$ cat src/rtl/pmem_arbiter.sv
// -----------------------------------------------------------------------------
// pmem_arbiter
//
// Shares the single-port PMEM (psum SRAM) between three requesters:
//   wb  : OFIFO writeback, write-only
//   sfp : SFP normalization, read/write, may lock the port for read-modify-write
//   rd  : final output readout, read-only
//
// Arbitration is round-robin (WB -> SFP -> RD, starting after the last served
// agent) with a bounded burst length. The current owner keeps the port while
// its burst is below MAX_BURST, while nobody else is asking, or while SFP holds
// sfp_lock. Grants are combinational in the request cycle. SRAM pins are
// registered, so a grant in cycle t drives the macro in t+1. The macro returns
// data in t+2, where it is tagged with a one-cycle rvalid for the issuer.
//
// Ports
//   clk, reset            rising-edge clock, synchronous active-low reset
//   wb_req/addr/data      writeback request, wb_gnt grant
//   sfp_req/we/addr/wdata sfp request (we=1 write), sfp_lock holds ownership
//   rd_req/addr           readout request, rd_gnt grant
//   rdata                 read data (straight from pmem_q)
//   sfp_rvalid/rd_rvalid  rdata valid for that requester
//   pmem_cen/wen          registered SRAM chip/write enable, active-low
//   pmem_addr/pmem_d      registered SRAM address / write data
//   pmem_q                SRAM read data
//   busy                  registered: transfer issued last cycle or read in flight
// -----------------------------------------------------------------------------
module pmem_arbiter #(
  parameter int DW        = 128,
  parameter int AW        = 4,
  parameter int MAX_BURST = 8
) (
  input  logic          clk,
  input  logic          reset,
  input  logic          wb_req,
  input  logic [AW-1:0] wb_addr,
  input  logic [DW-1:0] wb_data,
  output logic          wb_gnt,
  input  logic          sfp_req,
  input  logic          sfp_we,
  input  logic [AW-1:0] sfp_addr,
  input  logic [DW-1:0] sfp_wdata,
  input  logic          sfp_lock,
  output logic          sfp_gnt,
  input  logic          rd_req,
  input  logic [AW-1:0] rd_addr,
  output logic          rd_gnt,
  output logic [DW-1:0] rdata,
  output logic          sfp_rvalid,
  output logic          rd_rvalid,
  output logic          pmem_cen,
  output logic          pmem_wen,
  output logic [AW-1:0] pmem_addr,
  output logic [DW-1:0] pmem_d,
  input  logic [DW-1:0] pmem_q,
  output logic          busy
);

  localparam int CW = $clog2(MAX_BURST) + 1;
  localparam logic [CW-1:0] CNT_MAX  = CW'(MAX_BURST);
  localparam logic [CW-1:0] CNT_ONE  = {{(CW-1){1'b0}}, 1'b1};
  localparam logic [CW-1:0] CNT_ZERO = {CW{1'b0}};

  typedef enum logic [1:0] {
    OWN_NONE = 2'd0,
    OWN_WB   = 2'd1,
    OWN_SFP  = 2'd2,
    OWN_RD   = 2'd3
  } owner_e;

  owner_e         owner_r;
  owner_e         owner_next_s;
  owner_e         last_r;
  owner_e         last_next_s;
  owner_e         win_s;
  logic [CW-1:0]  burst_cnt_r;
  logic [CW-1:0]  burst_cnt_next_s;
  logic           own_req_s;
  logic           others_req_s;
  logic           keep_s;

  logic           cmd_cen_s;
  logic           cmd_wen_s;
  logic [AW-1:0]  cmd_addr_s;
  logic [DW-1:0]  cmd_d_s;
  logic           cmd_d_load_s;
  logic           sfp_read_s;
  logic           rd_read_s;

  // Read issued on the pins this cycle; data comes back from the macro next cycle.
  logic           sfp_p1_r;
  logic           rd_p1_r;

  // First requesting agent in cyclic order WB -> SFP -> RD, starting after last_owner.
  function automatic owner_e rr_pick(input owner_e last_owner, input logic wb,
                                     input logic sfp, input logic rd);
    owner_e pick;
    pick = OWN_NONE;
    case (last_owner)
      OWN_WB: begin
        if (sfp)      pick = OWN_SFP;
        else if (rd)  pick = OWN_RD;
        else if (wb)  pick = OWN_WB;
        else          pick = OWN_NONE;
      end
      OWN_SFP: begin
        if (rd)       pick = OWN_RD;
        else if (wb)  pick = OWN_WB;
        else if (sfp) pick = OWN_SFP;
        else          pick = OWN_NONE;
      end
      default: begin
        if (wb)       pick = OWN_WB;
        else if (sfp) pick = OWN_SFP;
        else if (rd)  pick = OWN_RD;
        else          pick = OWN_NONE;
      end
    endcase
    return pick;
  endfunction

  // Arbitration: pick this cycle's grantee (owner continuation or round-robin).
  always_comb begin
    own_req_s    = 1'b0;
    others_req_s = 1'b0;
    keep_s       = 1'b0;
    win_s        = OWN_NONE;
    case (owner_r)
      OWN_WB: begin
        own_req_s    = wb_req;
        others_req_s = sfp_req | rd_req;
      end
      OWN_SFP: begin
        own_req_s    = sfp_req;
        others_req_s = wb_req | rd_req;
      end
      OWN_RD: begin
        own_req_s    = rd_req;
        others_req_s = wb_req | sfp_req;
      end
      default: begin
        own_req_s    = 1'b0;
        others_req_s = 1'b0;
      end
    endcase
    // Lock only counts once SFP already owns the port.
    keep_s = own_req_s &&
             ((burst_cnt_r < CNT_MAX) || !others_req_s ||
              ((owner_r == OWN_SFP) && sfp_lock));
    if (!reset) begin
      win_s = OWN_NONE;
    end else if (keep_s) begin
      win_s = owner_r;
    end else begin
      win_s = rr_pick(last_r, wb_req, sfp_req, rd_req);
    end
  end

  assign wb_gnt  = (win_s == OWN_WB);
  assign sfp_gnt = (win_s == OWN_SFP);
  assign rd_gnt  = (win_s == OWN_RD);
  assign rdata   = pmem_q;

  // Ownership / burst / round-robin pointer next state.
  always_comb begin
    owner_next_s     = OWN_NONE;
    last_next_s      = last_r;
    burst_cnt_next_s = CNT_ZERO;
    if (win_s == OWN_NONE) begin
      owner_next_s     = OWN_NONE;
      burst_cnt_next_s = CNT_ZERO;
    end else begin
      owner_next_s = win_s;
      last_next_s  = win_s;
      if (win_s != owner_r) begin
        burst_cnt_next_s = CNT_ONE;
      end else if (burst_cnt_r < CNT_MAX) begin
        burst_cnt_next_s = burst_cnt_r + CNT_ONE;
      end else begin
        burst_cnt_next_s = burst_cnt_r;
      end
    end
  end

  // Arbiter state register; last resets to RD so WB is first in line.
  always_ff @(posedge clk) begin
    if (!reset) begin
      owner_r     <= OWN_NONE;
      last_r      <= OWN_RD;
      burst_cnt_r <= CNT_ZERO;
    end else begin
      owner_r     <= owner_next_s;
      last_r      <= last_next_s;
      burst_cnt_r <= burst_cnt_next_s;
    end
  end

  // SRAM command decode for the grantee; idle holds address and data.
  always_comb begin
    cmd_cen_s    = 1'b1;
    cmd_wen_s    = 1'b1;
    cmd_addr_s   = pmem_addr;
    cmd_d_s      = pmem_d;
    cmd_d_load_s = 1'b0;
    sfp_read_s   = 1'b0;
    rd_read_s    = 1'b0;
    case (win_s)
      OWN_WB: begin
        cmd_cen_s    = 1'b0;
        cmd_wen_s    = 1'b0;
        cmd_addr_s   = wb_addr;
        cmd_d_s      = wb_data;
        cmd_d_load_s = 1'b1;
      end
      OWN_SFP: begin
        cmd_cen_s    = 1'b0;
        cmd_wen_s    = ~sfp_we;
        cmd_addr_s   = sfp_addr;
        cmd_d_s      = sfp_wdata;
        cmd_d_load_s = sfp_we;
        sfp_read_s   = ~sfp_we;
      end
      OWN_RD: begin
        cmd_cen_s  = 1'b0;
        cmd_wen_s  = 1'b1;
        cmd_addr_s = rd_addr;
        rd_read_s  = 1'b1;
      end
      default: begin
        cmd_cen_s    = 1'b1;
        cmd_wen_s    = 1'b1;
        cmd_addr_s   = pmem_addr;
        cmd_d_s      = pmem_d;
        cmd_d_load_s = 1'b0;
      end
    endcase
  end

  // Registered SRAM pins; write data only moves on a write so reads leave it alone.
  always_ff @(posedge clk) begin
    if (!reset) begin
      pmem_cen  <= 1'b1;
      pmem_wen  <= 1'b1;
      pmem_addr <= {AW{1'b0}};
      pmem_d    <= {DW{1'b0}};
    end else begin
      pmem_cen  <= cmd_cen_s;
      pmem_wen  <= cmd_wen_s;
      pmem_addr <= cmd_addr_s;
      if (cmd_d_load_s) begin
        pmem_d <= cmd_d_s;
      end else begin
        pmem_d <= pmem_d;
      end
    end
  end

  // Read return pipeline: grant -> pins -> macro output; reset drops in-flight reads.
  always_ff @(posedge clk) begin
    if (!reset) begin
      sfp_p1_r   <= 1'b0;
      rd_p1_r    <= 1'b0;
      sfp_rvalid <= 1'b0;
      rd_rvalid  <= 1'b0;
      busy       <= 1'b0;
    end else begin
      sfp_p1_r   <= sfp_read_s;
      rd_p1_r    <= rd_read_s;
      sfp_rvalid <= sfp_p1_r;
      rd_rvalid  <= rd_p1_r;
      busy       <= (win_s != OWN_NONE) | sfp_p1_r | rd_p1_r;
    end
  end

endmodule

$ cat config.mk
export PLATFORM = sky130hd
export DESIGN_NAME = pmem_arbiter
export DESIGN_NICKNAME = d
export VERILOG_FILES = /design/src/rtl/pmem_arbiter.sv
export SDC_FILE = /design/constraint.sdc
export NUM_CORES = 1
export LEC_CHECK = 0
export CORE_AREA = 2 2 265 267
export CTS_BUF_LIST = sky130_fd_sc_hd__clkbuf_4 sky130_fd_sc_hd__clkbuf_8
export DETAILED_ROUTE_END_ITERATION = 7
export DIE_AREA = 0 0 267 269
export PLACE_DENSITY = 0.33
export SYNTH_ARGS = -nofsm -noshare
export SYNTH_HDL_FRONTEND = slang
export SYNTH_SLANG_ARGS = --single-unit
export TNS_END_PERCENT = 20
$ cat constraint.sdc
create_clock -name clk -period 4.7 [get_ports clk]
set_clock_uncertainty 0.2 [all_clocks]
set_input_delay 1.175 -clock clk [delete_from_list [all_inputs] [get_ports clk]]
set_output_delay 1.175 -clock clk [all_outputs]
set_load 0.05 [all_outputs]
==> results of run 1 <==
==> logic make-up after synthesis <==
logic type | after synthesis | share of synthesized area (%)
AOI/OAI and AO/OA | 159 | 16.1
and+or+nand+nor | 165 | 9.31
DFF | 147 | 39.1
muxes | 130 | 17.3
xor gates and xnor gates | 3 | 0.449
buffers and inverters | 196 | 16.4
adders and majority gates | 8 | 1.33
==> flip-flops by register name, indices dropped and copies added (netlist names) <==
register and count:
pmem_cen 1, pmem_addr 4, rd_p1_r 1, sfp_p1_r 1
owner_r 2, busy 1, rd_rvalid 1, pmem_wen 1
pmem_d 128, burst_cnt_r 4, sfp_rvalid 1, last_r 2
==> synth_stat cells <==
cell / n / area (um2)
sky130_fd_sc_hd__dfxtp_1: 147 / 2940
sky130_fd_sc_hd__nor2_1: 134 / 503
sky130_fd_sc_hd__mux2i_1: 129 / 1290
sky130_fd_sc_hd__a211oi_1: 128 / 961
sky130_fd_sc_hd__buf_4: 128 / 961
sky130_fd_sc_hd__clkbuf_1: 34 / 128
sky130_fd_sc_hd__buf_1: 15 / 56.3
sky130_fd_sc_hd__buf_2: 10 / 50.1
sky130_fd_sc_hd__ha_1: 8 / 100
sky130_fd_sc_hd__inv_1: 7 / 26.3
sky130_fd_sc_hd__a21oi_1: 5 / 25.0
sky130_fd_sc_hd__nand3_1: 5 / 25.0
sky130_fd_sc_hd__nor2b_1: 5 / 31.3
sky130_fd_sc_hd__nor3_1: 5 / 25.0
sky130_fd_sc_hd__o21a_1: 5 / 37.5
sky130_fd_sc_hd__o31ai_1: 5 / 37.5
sky130_fd_sc_hd__a22oi_1: 4 / 30.0
sky130_fd_sc_hd__and2_1: 4 / 25.0
sky130_fd_sc_hd__nor4b_1: 3 / 26.3
sky130_fd_sc_hd__o21ai_0: 3 / 15.0
sky130_fd_sc_hd__nand2_1: 2 / 7.51
sky130_fd_sc_hd__nand2b_1: 2 / 12.5
sky130_fd_sc_hd__xnor2_1: 2 / 17.5
sky130_fd_sc_hd__a211o_1: 1 / 8.76
sky130_fd_sc_hd__a211oi_4: 1 / 20.0
sky130_fd_sc_hd__a21boi_0: 1 / 7.51
sky130_fd_sc_hd__and2b_1: 1 / 7.51
sky130_fd_sc_hd__and3_4: 1 / 11.3
sky130_fd_sc_hd__and4bb_2: 1 / 12.5
sky130_fd_sc_hd__buf_6: 1 / 11.3
sky130_fd_sc_hd__inv_2: 1 / 3.75
sky130_fd_sc_hd__mux2_2: 1 / 11.3
sky130_fd_sc_hd__o211ai_1: 1 / 7.51
sky130_fd_sc_hd__o211ai_2: 1 / 12.5
sky130_fd_sc_hd__o311a_4: 1 / 21.3
sky130_fd_sc_hd__o311ai_1: 1 / 8.76
sky130_fd_sc_hd__o32ai_1: 1 / 8.76
sky130_fd_sc_hd__o41a_1: 1 / 11.3
sky130_fd_sc_hd__or2b_1: 1 / 7.51
sky130_fd_sc_hd__or3_1: 1 / 6.26
sky130_fd_sc_hd__xor2_2: 1 / 16.3
==> layout by cell type, fill, tap and decap left out, types with 2 or more instances in the layout <==
| master | synthesis | routed |
|---|---|---|
| sky130_fd_sc_hd__nand2_1 | 2 | 2 |
| sky130_fd_sc_hd__nand2b_1 | 2 | 2 |
| sky130_fd_sc_hd__and2_1 | 4 | 4 |
| sky130_fd_sc_hd__diode_2 | 0 | 2 |
| sky130_fd_sc_hd__o21ai_0 | 3 | 2 |
| sky130_fd_sc_hd__nor2b_1 | 5 | 5 |
| sky130_fd_sc_hd__nor2_1 | 134 | 134 |
| sky130_fd_sc_hd__ha_1 | 8 | 7 |
| sky130_fd_sc_hd__nor4b_1 | 3 | 3 |
| sky130_fd_sc_hd__inv_1 | 7 | 6 |
| sky130_fd_sc_hd__dfxtp_1 | 147 | 147 |
| sky130_fd_sc_hd__mux2i_1 | 129 | 129 |
| sky130_fd_sc_hd__o21a_1 | 5 | 4 |
| sky130_fd_sc_hd__a22oi_1 | 4 | 4 |
| sky130_fd_sc_hd__a21oi_1 | 5 | 5 |
| sky130_fd_sc_hd__clkinv_2 | 0 | 4 |
| sky130_fd_sc_hd__o31ai_1 | 5 | 5 |
| sky130_fd_sc_hd__inv_6 | 0 | 2 |
| sky130_fd_sc_hd__clkdlybuf4s50_1 | 0 | 411 |
| sky130_fd_sc_hd__clkbuf_8 | 0 | 20 |
| sky130_fd_sc_hd__bufinv_16 | 0 | 2 |
| sky130_fd_sc_hd__nand3_1 | 5 | 5 |
| sky130_fd_sc_hd__xnor2_1 | 2 | 2 |
| sky130_fd_sc_hd__buf_12 | 0 | 8 |
| sky130_fd_sc_hd__buf_4 | 128 | 19 |
| sky130_fd_sc_hd__nor3_1 | 5 | 5 |
| sky130_fd_sc_hd__a211oi_1 | 128 | 128 |
| sky130_fd_sc_hd__clkinvlp_4 | 0 | 3 |
==> power groups by stage <==
stage               registers, uW  logic [uW]  clock network (uW)
floorplan                    3410        1740                   0
global placement             1960        4570                   0
detailed placement           1970        4550                   0
CTS                          1950        4560                1190
global route                 2000        4790                1220
finish                       1930        4480                1090
==> worst max-delay path, stage by stage <==
cell,delay (ns)
sky130_fd_sc_hd__clkdlybuf4s50_1,0.51
sky130_fd_sc_hd__or2b_1,0.23
sky130_fd_sc_hd__a21oi_1,0.21
sky130_fd_sc_hd__and4bb_2,0.27
sky130_fd_sc_hd__o21ai_1,0.18
sky130_fd_sc_hd__buf_4,0.15
sky130_fd_sc_hd__ha_1,0.16
sky130_fd_sc_hd__buf_4,0.21
==> worst paths after layout <==
check            start     endpoint  slack (ns)
min reg2reg   sfp_p1_r   sfp_rvalid        0.28
min           sfp_p1_r   sfp_rvalid        0.28
max             wb_req       wb_gnt        0.21
max reg2reg  last_r[1]  pmem_d[127]        1.42
==> layout make-up <==
cell class | instances | area share (%)
multi-input cells | 465 | 27.3
well taps | 940 | 9.52
flip-flops and latches | 147 | 23.8
clock inverters | 12 | 1.04
diodes | 2 | 0.0405
inverters | 8 | 0.263
repair buffers | 438 | 35.8
clock buffers | 20 | 2.23
==> per-stage QoR <==
| stage | std cells | setup WS, ns |
|---|---|---|
| final | 2032 | 0.206 |
| after global routing | 2031 | 0.0624 |
| after CTS | 2030 | 0.0930 |
| after detailed placement | 1998 | 0.106 |
| after global placement | 1998 | 0.0961 |
| after floorplan | 808 | 0.452 |
==> metal layers <==
metal	GRT usage (%)	vias to the layer above	routed length [um]
li1	-	3284	-
met1	8.02	2953	10800
met2	13.6	311	14500
met3	3.94	54	2730
met4	3.81	0	735
met5	0	-	0
==> results.txt, run 1 <==
The peak supply drop is 0.188 mV. The clock network fraction of total power is 14.5%. During I/O placement, the number of pins put on the boundary was 671.

The final estimated routing congestion in global placement is 0.700. From bottom edge to top edge, the die measures 269 um. Counting I/O delays and the setup requirement, the final critical path takes 4.49 ns. The nature of the critical path startpoint is a primary input.

The switching power is 3620 uW. The final hold violation count came out at 0. The max-capacitance violation count came out at 0. The number of pins with negative max-slew slack in the final report came to 0. The number of cell rows is 97. The number of global-route vias before repair came out at 6729.

The fraction of power consumed by combinational cells came out at 59.7%. The synthesized instance count is 808. The run finished with clean final reports. The count of different cell masters after synthesis came out at 41.

Data arrives at the worst endpoint at 3.12 ns. Measured in cells, the most critical reg-to-reg path has a length of 13. After detailed routing, the number of remaining DRC violations is 0. The share of cells above drive strength 1 came out at 6.51%. STA puts the critical path data required time at 3.32 ns. The final period utilization came out at 95.6%. The number of port buffers is 414. Along the worst hold path, the cell count comes to 1. The number of post-CTS setup repair buffers came out at 0. Setup repair after global routing left no endpoint under its margin. In this run the cell area measured after placement is 11900 um2.

The first global-routing pass estimated 41500 um of wire. In this run, post-CTS hold repair placed 0 buffers. The worst setup path is captured at a primary output.

The first-iteration detailed-routing DRC count came out at 148. The critical-path maximum fanout came out at 4. The core region area is 69300 um2. The first TritonRoute pass finished after 4 iterations.

The per-cell via count in the routed design is 3.25. The sequential share of power came out at 25.8%. The initial antenna violation count came out at 2. The area of the multi-input gates came out at 3380 um2. The cell leakage power is 0.00391 uW. The remaining antenna violation count after routing came out at 0. The aggregate global routing overflow came out at 0.

The worst slew margin relative to its limit is 43.2%. The kind of path behind the tightest hold check is reg2reg. The tree is rooted in a sky130_fd_sc_hd__clkbuf_8. The starting density of the core came out at 10.9%. The TritonCTS sink count is 147.

The mean instance size in the synthesized netlist is 9.32 um2. The maximum number of pins on one net before global-route repair is 127. The critical path is of the in2out type. The flip-flop and latch count after synthesis came out at 147. In the global route stage, overall resource usage came out at 7.92%. The horizontal extent of the die came out at 267 um. The number of vias in the routed layout came out at 6602. Once detailed placement completed, the half-perimeter wirelength came to 21900 um. Fill cells in the final layout number 7662. The area overhead of the layout relative to synthesis is 64.1%.

In the final design database the tool counted 1488 nets. The mean routed wirelength per cell came out at 14.1 um. The area of all sequential standard cells is 2940 um2. The switching share of power is 48.2%. The final count of negative-setup-slack endpoints is 0. The achievable clock frequency is 223 MHz. After routing the design area is 12400 um2. The net count of the mapped netlist is 1219.

The sum of negative setup slack came out at 0 ns. The final total power is 7500 uW. The CTS tree is done. On the final layout, the worst hold slack is 0.280 ns. Gates resized during post-CTS repair numbered 0. The Yosys warning count is 0. The worst-case clock buffer depth is 2. The clock transition at the register clock pins on the worst setup and hold paths after CTS is 0.08 ns. The pin slew with the least headroom to its limit came out at 0.851 ns. The end-of-flow core utilization is 17.8%.

The clock network latency to the later pin of the worst-skew pair is 0.52 ns. The area of the mapped netlist is 7530 um2. Of the synthesized area, sequential elements account for 39.1%. The depth of the CTS H-tree is 4. The full die area came out at 71800 um2. The number of CTS-inserted buffers is 17. For this design the ratio of total power to cell area is 607 nW/um2. Internal power comes to 3880 uW. The final layout contains routed wiring with a total length of 28700 um.
No activity file was read; power rests on OpenSTA's default activity.
==> run 2, diff against run 1 <==
--- a/config.mk
+++ b/config.mk
@@ -9,6 +9,7 @@
 export CTS_BUF_LIST = sky130_fd_sc_hd__clkbuf_4 sky130_fd_sc_hd__clkbuf_8
 export DETAILED_ROUTE_END_ITERATION = 7
 export DIE_AREA = 0 0 267 269
+export HOLD_SLACK_MARGIN = 0.03
 export PLACE_DENSITY = 0.33
 export SYNTH_ARGS = -nofsm -noshare
 export SYNTH_HDL_FRONTEND = slang
==> results of run 2 <==
The final DEF is identical to that of run 1; final timing and power are the same.
==> run 3, diff against run 2 <==
==> constraint.sdc (replaced) <==
create_clock -name clk -period 4.7 [get_ports clk]
set_clock_uncertainty 0.2 [all_clocks]
set_input_delay 0.705 -clock clk [delete_from_list [all_inputs] [get_ports clk]]
set_output_delay 0.705 -clock clk [all_outputs]
set_load 0.05 [all_outputs]
==> run 3 against run 2 <==
Net effect: non-clock buffer count is 12 lower; critical endpoint is now rd_gnt; sequential share of layout area is 0.27 points higher; combinational power is 2% lower; design area is 1.1% lower; critical path type unchanged; sequential power hardly changed; fmax is 10% higher; largest power group unchanged; worst setup slack better by 0.41 ns; highest routed layer unchanged; first-iteration DRC count is 24% higher; largest cell class unchanged; flip-flop and latch count stayed put; total power is 1.4% lower.
==> results.txt, run 3 (synthesized netlist as in run 1, its figures left out) <==
The run finished with clean final reports. After legalization and detailed placement, the total HPWL measured 21700 um. The aggregate global routing overflow came out at 0. The slowest stage of the critical path is the sky130_fd_sc_hd__clkdlybuf4s50_1 cell. The library cells used most frequently in the layout, excluding fill and tap cells, are sky130_fd_sc_hd__clkdlybuf4s50_1, sky130_fd_sc_hd__dfxtp_1, sky130_fd_sc_hd__nor2_1.

The post-CTS resize count is 0. The initial antenna violation count is 1. The worst-case clock buffer depth is 2.

The number of pins with negative max-slew slack in the final report was 0. The starting density of the core came out at 10.9%. The number of buffers and inverters on the critical path is 3. The final total power came out at 7400 uW. The number of global-route vias before repair is 6510. In the routed layout, each cell is associated on average with a via count of 3.22.

On the worst path, the slowest cell contributes a delay of 0.56 ns. The cell leakage power came out at 0.00383 uW. After the last flow step, the layout net total stands at 1476. The number of hold buffers added after cts is 0. The largest registers in the layout are pmem_d (128), burst_cnt_r (4), pmem_addr (4). The die covers 71800 um2. Setup repair after global routing left no endpoint under its margin.

The worst reg-to-reg path cell count is 13. The final hold violation count came out at 0. In this run the power spent charging and discharging nets is 3590 uW. The clock transition at the register clock pins on the worst setup and hold paths after CTS came out at 0.09 ns. The CTS tree is done. The critical-path maximum fanout is 12. STA classifies the critical path startpoint as a primary input. The min-delay analysis places its worst path in the category reg2reg. The number of post-CTS setup repair buffers is 0. During placement, the flow inserted port buffers numbering 414. The switching share of power came out at 48.6%. The flip-flop count of the largest register, all copies and words added is 128. The cell sitting at the root of the clock tree is a sky130_fd_sc_hd__clkbuf_8.

The clock network fraction of total power came out at 14.4%. The critical path starts at wb_req. The shortest clock period the worst path allows after layout came out at 4.08 ns. The number of placed I/O pins is 671. Counting the fill cells in the layout gives 7673.

The floorplan has 97 rows. For this run, the top clock speed supported by timing is 245 MHz. The slack of the critical path is 0.617 ns. The share of cells above drive strength 1 came out at 5.29%.

Ranked by flip-flop count, first place goes to pmem_d. The mean routed wirelength per cell is 13.9 um. For this design the ratio of total power to cell area is 605 nW/um2.

The detailed router finished its first iteration with 183 violations. The final-layout worst hold slack is 0.270 ns. The count of nets left with antenna violations once routing finished came out at 0. The maximum number of pins on one net before global-route repair came out at 96. In this run the vertical extent of the chip is 269 um. The minimum setup slack among reg-to-reg paths is 1.01 ns. The data arrival time of the critical path came out at 3.18 ns. The worst-case setup slack after placement came out at 0.199 ns. The global-route wire length before repair came out at 40600 um.

The source of the worst register-to-register timing path is last_r[0]. The worst pin sits at a relative slew slack of 44.5%. The source of the worst hold timing path is rd_p1_r. The clock network latency to the later pin of the worst-skew pair is 0.52 ns. The depth of the CTS H-tree came out at 4. The critical path is of the in2out type.

The pin slew with the least headroom to its limit came out at 0.833 ns. The max-capacitance violation count is 0. The count of cells along the worst hold path came out at 1. The final count of negative-setup-slack endpoints came out at 0.

The path with the worst hold slack has its endpoint at rd_rvalid. The number of clock buffers added by TritonCTS is 17. The horizontal extent of the die is 267 um.

The peak supply drop is 0.211 mV. The largest delay contributor family on the critical path is buffers and inverters. The area overhead of the layout relative to synthesis is 62.3%. The number of remaining DRC errors came out at 0. The total iterations of the first detailed-routing run came out at 4. The final period utilization came out at 86.9%. The detailed router placed 6505 vias in this run.

The commonest non-fill, non-tap cell in the layout is sky130_fd_sc_hd__clkdlybuf4s50_1. The internal power component is 3800 uW. The region available for standard cell placement spans 69300 um2. The required time of the critical path came out at 3.80 ns. The TritonCTS sink count came out at 147. STA classifies the critical path endpoint as a primary output. For the final routed database, the setup TNS stands at 0 ns. The sequential share of power is 26.0%. The all-layer global routing usage is 7.75%.

The total length of routed wires is 28100 um. The reg-to-reg endpoint is pmem_d[107]. The final estimated routing congestion in global placement is 0.667. The fraction of power consumed by combinational cells is 59.5%. The signal on the critical path passes through clkdlybuf4s50_1, or2b_1, a21oi_1, and4bb_2, o21ai_0, inv_1, ha_1, buf_12.
-- run 3: routing by layer --
metal | track usage [%] | wire length [um] | share of wire [%]
met3 | 3.74 | 2520 | 8.9
met1 | 7.95 | 10800 | 38
met2 | 13.3 | 14100 | 50
met5 | 0 | 0 | 0
met4 | 3.67 | 704 | 2.5
-- run 3: how the worst max path moves through the flow --
| stage | end | slack, ns | cells after the start |
|---|---|---|---|
| 2_1_floorplan | pmem_d[60] | 0.92 | 13 |
| 5_1_grt | rd_gnt | 0.32 | 8 |
| 6_report | rd_gnt | 0.62 | 8 |
| 3_5_place_dp | pmem_d[99] | 0.20 | 12 |
| 4_1_cts | rd_gnt | 0.56 | 8 |
| 3_3_place_gp | pmem_d[16] | 0.28 | 12 |
-- run 3: area by class of cell --
class / instances / area (um2) / share of cell area (%)
multi-input combinational: 465 / 3370 / 27.6
clock buffer: 19 / 262 / 2.14
tap: 940 / 1180 / 9.63
timing repair buffer: 426 / 4300 / 35.2
antenna: 1 / 2.50 / 0.0205
sequential: 147 / 2940 / 24.1
inverter: 8 / 32.5 / 0.266
clock inverter: 12 / 131 / 1.08
-- run 3: per-stage QoR --
step,util (%),instance area [um2],cells
after floorplan,-,7530,808
after global placement,17.1,11800,1986
after detailed placement,17.1,11800,1986
after CTS,17.6,12200,2017
after global routing,17.6,12200,2017
final,17.6,12200,2018
-- run 3: power by group through the flow --
stage | sequential, uW | combinational (uW) | clock [uW]
final | 1930 | 4400 | 1070
after CTS | 1940 | 4500 | 1170
after floorplan | 3410 | 1740 | 0
after global routing | 1990 | 4720 | 1200
after detailed placement | 1960 | 4480 | 0
after global placement | 1950 | 4490 | 0
